File: config.mk
export PLATFORM = sky130hd
export DESIGN_NAME = s_pl_dly_var
export DESIGN_NICKNAME = d
export VERILOG_FILES = /design/src/rtl/s_pl_dly_var.sv
export SDC_FILE = /design/constraint.sdc
export NUM_CORES = 1
export LEC_CHECK = 0
export CAP_MARGIN = 15
export CORE_MARGIN = 2
export CORE_UTILIZATION = 43
export CTS_CLUSTER_DIAMETER = 80
export DETAILED_ROUTE_END_ITERATION = 8
export HOLD_SLACK_MARGIN = 0.02
export PLACE_DENSITY = 0.57
export RECOVER_POWER = 50
export SETUP_SLACK_MARGIN = 0.15
export SLEW_MARGIN = 20
export SYNTH_ARGS = -nofsm -noshare
export SYNTH_HDL_FRONTEND = slang
export SYNTH_SLANG_ARGS = --single-unit
File: constraint.sdc
create_clock -name clk -period 4.9 [get_ports clk]
set_clock_uncertainty 0.05 [all_clocks]
set_input_delay 0.98 -clock clk [delete_from_list [all_inputs] [get_ports clk]]
set_output_delay 0.98 -clock clk [all_outputs]
set_load 0.1 [all_outputs]
File: src/rtl/s_pl_dly_var.sv
// Variable-length pipeline delay line built on a circular buffer.
// The output is valid once the line holds enough samples for the selected delay.
module s_pl_dly_var #(
    parameter int              SIZE    = 8,
    parameter int              MAXDLY  = 16,
    parameter int              DLYW    = 5,
    parameter logic [SIZE-1:0] RST_VAL = {SIZE{1'b0}}
) (
    input  logic            clk,
    input  logic            rst_n,
    input  logic            ien,
    input  logic [SIZE-1:0] idat,
    input  logic [DLYW-1:0] dly,
    input  logic            flush,
    output logic [SIZE-1:0] odat,
    output logic            ovld
);

    localparam int              PW     = (MAXDLY > 1) ? $clog2(MAXDLY) : 1;
    localparam logic [DLYW-1:0] MAXD_W = DLYW'(MAXDLY);
    localparam logic [PW-1:0]   LAST_P = PW'(MAXDLY - 1);
    localparam logic [PW-1:0]   MAXD_P = PW'(MAXDLY);

    typedef enum logic {
        FILL = 1'b0,
        RUN  = 1'b1
    } state_t;

    state_t          state;
    state_t          state_next;
    logic [SIZE-1:0] mem [MAXDLY];
    logic [PW-1:0]   wptr;
    logic [PW-1:0]   wptr_next;
    logic [PW-1:0]   dly_mod;
    logic [PW-1:0]   rd_idx;
    logic [DLYW-1:0] fcnt;
    logic [DLYW-1:0] dly_r;
    logic [DLYW-1:0] dly_e;
    logic            dly_chg;

    always_comb begin
        dly_e = dly;
        if (dly == '0) begin
            dly_e = DLYW'(1);
        end else if (dly > MAXD_W) begin
            dly_e = MAXD_W;
        end
    end

    assign dly_chg   = (dly_e != dly_r);
    assign wptr_next = (wptr == LAST_P) ? '0 : wptr + 1'b1;

    // A delay of MAXDLY points back at the slot about to be overwritten; the
    // modulo arithmetic wraps correctly even when MAXDLY overflows PW bits.
    always_comb begin
        dly_mod = (dly_r == MAXD_W) ? '0 : dly_r[PW-1:0];
        if (wptr >= dly_mod) begin
            rd_idx = wptr - dly_mod;
        end else begin
            rd_idx = wptr + MAXD_P - dly_mod;
        end
    end

    // RUN is entered once fcnt has counted dly_r samples; flush and delay
    // changes both restart the fill.
    always_comb begin
        state_next = state;
        if (flush || dly_chg) begin
            state_next = FILL;
        end else if (ien && (state == FILL) && ((fcnt + 1'b1) == dly_r)) begin
            state_next = RUN;
        end
    end

    always_ff @(posedge clk or negedge rst_n) begin
        if (!rst_n) begin
            state <= FILL;
        end else begin
            state <= state_next;
        end
    end

    // Storage is never reset; odat is gated to RST_VAL until the line is full.
    always_ff @(posedge clk) begin
        if (ien && !flush) begin
            mem[wptr] <= idat;
        end
    end

    always_ff @(posedge clk or negedge rst_n) begin
        if (!rst_n) begin
            wptr  <= '0;
            fcnt  <= '0;
            dly_r <= DLYW'(1);
            odat  <= RST_VAL;
            ovld  <= 1'b0;
        end else begin
            dly_r <= dly_e;
            if (flush) begin
                wptr <= '0;
                fcnt <= '0;
                odat <= RST_VAL;
                ovld <= 1'b0;
            end else begin
                if (ien) begin
                    wptr <= wptr_next;
                end
                if (dly_chg) begin
                    fcnt <= '0;
                    odat <= RST_VAL;
                    ovld <= 1'b0;
                end else if (ien) begin
                    if (state == RUN) begin
                        odat <= mem[rd_idx];
                        ovld <= 1'b1;
                    end else begin
                        fcnt <= fcnt + 1'b1;
                        odat <= RST_VAL;
                        ovld <= 1'b0;
                    end
                end
            end
        end
    end

endmodule

== Word-level counts from Yosys, hierarchy flattened ==
Memory sizes are Yosys's and may differ from the RTL's.
Cells that the tools add are included.

* Add/sub/neg operators: 3
* $mul: 0
* Divide/modulo/power cells: 0
* $lt $le $gt $ge: 1
* Equality and inequality tests: 5
* Shift-type cells: 0
* Multiplexer cells: 22
* Bitwise gates (word level): 1
* Reductions and logical operators: 10

{| class="wikitable"
|+ Operators by type and width
! kind !! number
|-
| $mux W8 || 4
|-
| $mux W5 || 6
|-
| $mux W4 || 4
|-
| $mux W1 || 8
|-
| $add A5 B1 Y5 const B || 1
|-
| $eq A5 B5 Y1 || 1
|-
| $eq A5 B5 Y1 const B || 1
|-
| $gt A5 B5 Y1 const B || 1
|-
| $logic_not A5 Y1 || 1
|-
| $ne A5 B5 Y1 || 1
|-
| $add A4 B1 Y4 const B || 1
|-
| $eq A4 B4 Y1 const B || 1
|-
| $reduce_bool A2 Y1 || 2
|-
| $sub A4 B4 Y4 || 1
|-
| $logic_and A1 B1 Y1 || 3
|-
| $ne A3 B2 Y1 const B || 1
|-
| $reduce_bool A3 Y1 || 1
|-
| $reduce_and A2 Y1 || 1
|-
| $logic_not A1 Y1 || 1
|-
| $logic_or A1 B1 Y1 || 1
|-
| $not A1 Y1 || 1
|}

* Flip-flop bits (word level): 24
* Latch bits: 0
* RAM bits: 128
* Bits in read-only memories: 0
* Input bits: 17
* Output and inout bits: 9
* Word-level logic and storage cells: 49
* Memories: 1

{| class="wikitable"
|+ Memory list
! memory !! depth !! bits a word !! rd ports !! clocked after Yosys merged registers in !! wr ports !! RTL line !! RTL
|-
| mem || 16 || 8 || 1 || 0 || 1 || 31 || <nowiki>logic [SIZE-1:0] mem [MAXDLY];</nowiki>
|}

== Depth between registers and ports, before layout ==
An unclocked memory read counts as a cell.

* Depth in word-level cells: 8
* Depth in mapped cells: 9

== Worst setup path after synthesis ==
Ideal clock, no wire load.

* Kind: register to register
* Start point: register dly_r[0]
* End point: register odat[0]
* Library setup time: 126 ps
* Data arrival time: 2621 ps
* Path slack: 2103 ps
* Stages on the path, launching flop included: 9
* Period minus slack after synthesis: 2797 ps
* Path through: dfstp_2 > clkbuf_1 > ha_1 > inv_1 > fa_1 > clkbuf_1 > mux4_2 > mux2_2 > a221o_1

* Word-level cells in the longest chain between the ends: 8
* Elaborated cells between the ends (all ways): 10
* Those cells by class: 1 x add/sub; 2 x eq/ne; 5 x mux; 1 x reduce/logical; 1 x memory

{| class="wikitable"
|+ Ends and longest elaborated chain
! element !! RTL line !! RTL
|-
| start: declaration || 37 || <nowiki>logic [DLYW-1:0] dly_r;</nowiki>
|-
| start signal: assignment || 98 || <nowiki>dly_r <= dly_e;</nowiki>
|-
| $eq A5 B5 Y1 || 56 || <nowiki>dly_mod = (dly_r == MAXD_W) ? '0 : dly_r[PW-1:0];</nowiki>
|-
| $mux W4 || 56 ||
|-
| $sub A4 B4 Y4 || 58, 60 ||
|-
| $mem_v2 Z16 W8 || n/a ||
|-
| $mux W8 || 113 || <nowiki>if (state == RUN) begin</nowiki>
|-
| $mux W8 || 112 || <nowiki>end else if (ien) begin</nowiki>
|-
| $mux W8 || 108 || <nowiki>if (dly_chg) begin</nowiki>
|-
| $mux W8 || 99 || <nowiki>if (flush) begin</nowiki>
|-
| end signal: assignment || 114 || <nowiki>odat <= mem[rd_idx];</nowiki>
|-
| end: declaration || 15 || <nowiki>output logic [SIZE-1:0] odat,</nowiki>
|}

Parallel ways exist; a longest one is shown, timed or not. The select of a mux whose other input is x is not followed.
A chain may end at the register's enable or synchronous reset.

== Worst setup path after layout ==
* Start point: register odat[7]
* End point: output port odat[7]

No word-level cell between the ends.

==> summary.md <==
| Metric | Value |
|---|---|
| Max Slew Vio Count | 0 |
| Maximum clock insertion buffer count | 2 |
| Hold crit path type | register to register |
| Count of cell types in the netlist | 49 |
| Primary FF master, synth | edfxtp_1 |
| CTS root buffer | clkbuf_16 |
| Top cell type's share of synthesized area | 60.0% |
| Worst Path Arrival | 1.95 ns |
| Crit-path max cell delay | 1.15 ns |
| CTS tree | built |
| Worst hold start | state$_DFFE_PN0P_ |
| Worst reg-to-reg setup slack | 1.92 ns |
| Synth Cell Area | 6410 µm² |
| Vias in the first global route | 3348 |
| Place WS | 1.56 ns |
| Final Setup Violations | 0 |
| Crit-path cells | clkdlybuf4s50_1 |
| Worst relative slew slack | 10.2% |
| Post-route insts no fill | 600 |
| Crit path time final | 2.98 ns |
| Top cells by area, synth | edfxtp_1 (60%), mux4_2 (11%), dfrtp_1 (9.0%) |
| Yosys reg bits | 152 |
| DR iter-0 viols | 316 |
| Die Span Y | 126 µm |
| Vias | 3313 |
| Layout area overhead | 17.0% |
| Count leader, synth | edfxtp_1 |
| Die area | 15900 µm² |
| WHS Path Cells | 2 |
| Share of layout cells above drive strength 1 | 21.9% |
| Slowest stage cell on the critical path | clkdlybuf4s50_1 |
| Worst setup SP type | register |
| # IOs | 26 |
| CP Capture Type | output port |
| RSZ-0062 raised after global routing | no |
| EDFF count, synth | 128 |
| Yosys top cell by area | edfxtp_1 |
| Post-layout worst setup margin | 1.92 ns |
| Crit path max-delay family | buffers and inverters |
| Grt ovf | 0 |
| First-pass GRT wire length | 19900 µm |
| Mapped Nets | 394 |
| Clock Latency Late Sink | 0.42 ns |
| CTS sink cnt | 152 |
| Tot Pwr | 0.00311 W |
| YS warnings | 0 |
| Gates resized, CTS repair | 0 |
| Pwr Density | 414 nW/µm² |
| # rows | 44 |
| Core box area | 14500 µm² |
| Antenna cell count | 0 |
| M1 WL | 5970 µm |
| Reg2reg end | odat[0]$_DFFE_PN0P_ |
| Top sig layer | met4 |
| Slew @ Worst Pin | 1.35 ns |
| Tot GR Track Use | 17.2% |
| Setup bufs post-CTS | 0 |
| # Max-Cap Violations | 0 |
| Status | completed |
| Fmax | 336 MHz |
| Leak pwr | 2.49 nW |
| Fin. Hold Viols | 0 |
| Type of the worst setup path | register to output port |
| WP data required | 3.87 ns |
| Routed wire length | 12700 µm |
| CTS Buf Count | 17 |
| # DRC | 0 |
| Count of input and output buffers | 25 |
| Final Cycle Share | 60.8% |
| Final nets | 429 |
| Start of the worst register-to-register path | wptr[0]$_DFFE_PN0P_ |
| Asr flop ratio synth | 15.8% |
| Wire length per cell | 21.1 µm |
| Setup TNS | 0 ns |
| Drt pass-1 iters | 4 |
| Largest net degree at the start of global routing | 33 |
| CTS Hold Bufs | 0 |
| Antenna viol nets, final | 0 |
| Die width | 126 µm |
| DP Wirelength | 8510 µm |
| Via-per-instance ratio | 5.52 |
| Crit-path max FO | 2 |
| Placed Cells | 568 |
| Post-Syn Instances | 368 |
| Clk pin slew, worst setup/hold paths | 0.06 ns |
| CP bufs+invs | 1 |
| Max VDD drop | 208 µV |
| Starting Density | 44.1% |
| Met2 Wirelength | 6020 µm |
| Initial antenna violation count | 0 |
| H-tree depth | 4 |
| GPL Wtd Cong | 0.782 |
| Post-synthesis sequential area ratio | 69.4% |
| Most frequent cells after synthesis | edfxtp_1 (128), mux4_2 (32), dfrtp_1 (23), nor2_1 (20), nand3_1 (14) |
| Met3 WL | 546 µm |
| R2R depth | 8 |
| Fill cells | 1207 |
| Worst Hold Path EP | state$_DFFE_PN0P_ |
| Syn_area_per_cell | 17.4 µm² |
==> where the power goes <==
part / switching, W / internal, W
Combinational: 0.000169 / 0.000143
Sequential: 0.00000938 / 0.00142
Clock: 0.000509 / 0.000860
==> state kept, by name (all words and copies together) (netlist names) <==
signal	cells
mem	128
odat	8
dly_r	5
fcnt	5
wptr	4
ovld	1
state	1
==> cells by family after synthesis <==
group | after synthesis | synth area share (%)
buf+inv | 28 | 1.99
mux | 42 | 12.9
fa+ha+maj | 9 | 1.87
xor+xnor | 15 | 2.05
flops | 152 | 69.4
simple gates | 83 | 6.91
compound gates | 39 | 4.86
==> worst max path at each step <==
stage | start | to | slack (ns) | cells after the start
3_5_place_dp | ien | odat[4]$_DFFE_PN0P_ | 1.56 | 5
6_report | odat[7]$_DFFE_PN0P_ | odat[7] | 1.92 | 1
5_1_grt | ien | odat[4]$_DFFE_PN0P_ | 1.77 | 5
3_3_place_gp | ien | odat[6]$_DFFE_PN0P_ | 1.63 | 5
4_1_cts | wptr[0]$_DFFE_PN0P_ | odat[1]$_DFFE_PN0P_ | 1.64 | 7
2_1_floorplan | dly_r[0]$_DFF_PN1_ | odat[0]$_DFFE_PN0P_ | 2.10 | 8
==> worst register-to-register path, stage by stage (launching register included) <==
cell and delay [ns]:
dfrtp_1 0.45, inv_1 0.19, ha_4 0.16, inv_1 0.05, fa_1 0.50, buf_4 0.44
mux4_2 0.43, mux2_2 0.30, a221o_1 0.32
==> through the flow <==
stage	hold WS, ns	util [%]	cell area (µm²)
finish	0.500	51.6	7500
global route	0.518	51.6	7500
CTS	0.506	51.5	7490
detailed placement	0.492	47.3	6870
global placement	0.496	47.3	6870
floorplan	0.439	-	6410
==> cell type report <==
| cell class | count | area, µm² | share of cell area (%) |
|---|---|---|---|
| clock buffers | 20 | 437 | 5.82 |
| repair buffers | 35 | 319 | 4.25 |
| flip-flops and latches | 152 | 4450 | 59.3 |
| inverters | 9 | 33.8 | 0.450 |
| well taps | 184 | 230 | 3.07 |
| multi-input cells | 188 | 1850 | 24.6 |
| clock inverters | 12 | 188 | 2.50 |
==> routing by layer <==
layer,vias to the layer above,GRT usage [%]
met3,9,4.33
li1,1529,-
met5,-,0
met4,0,5.82
met2,68,26.5
met1,1707,24.0
==> cells in the final DEF (no fill, tap or decap), types with 2 or more instances in the layout <==
master / instances
inv_1: 9
ha_1: 7
clkinv_4: 2
dlygate4sd3_1: 10
buf_4: 10
edfxtp_1: 128
bufinv_16: 4
a211oi_1: 7
a221o_1: 7
nand3_1: 14
clkbuf_1: 4
nor3_1: 9
nor2b_1: 6
nand2b_1: 6
mux2_2: 7
dfrtp_1: 23
clkdlybuf4s50_1: 14
inv_6: 4
o21ai_0: 10
nand4_1: 3
mux2i_1: 3
nand3b_1: 2
nand2_1: 11
clkbuf_16: 17
clkinvlp_4: 2
xor2_1: 7
a21oi_1: 5
xnor2_1: 8
a211o_2: 2
nor2_1: 20
mux4_2: 32
No activity file was read; power rests on OpenSTA's default activity.
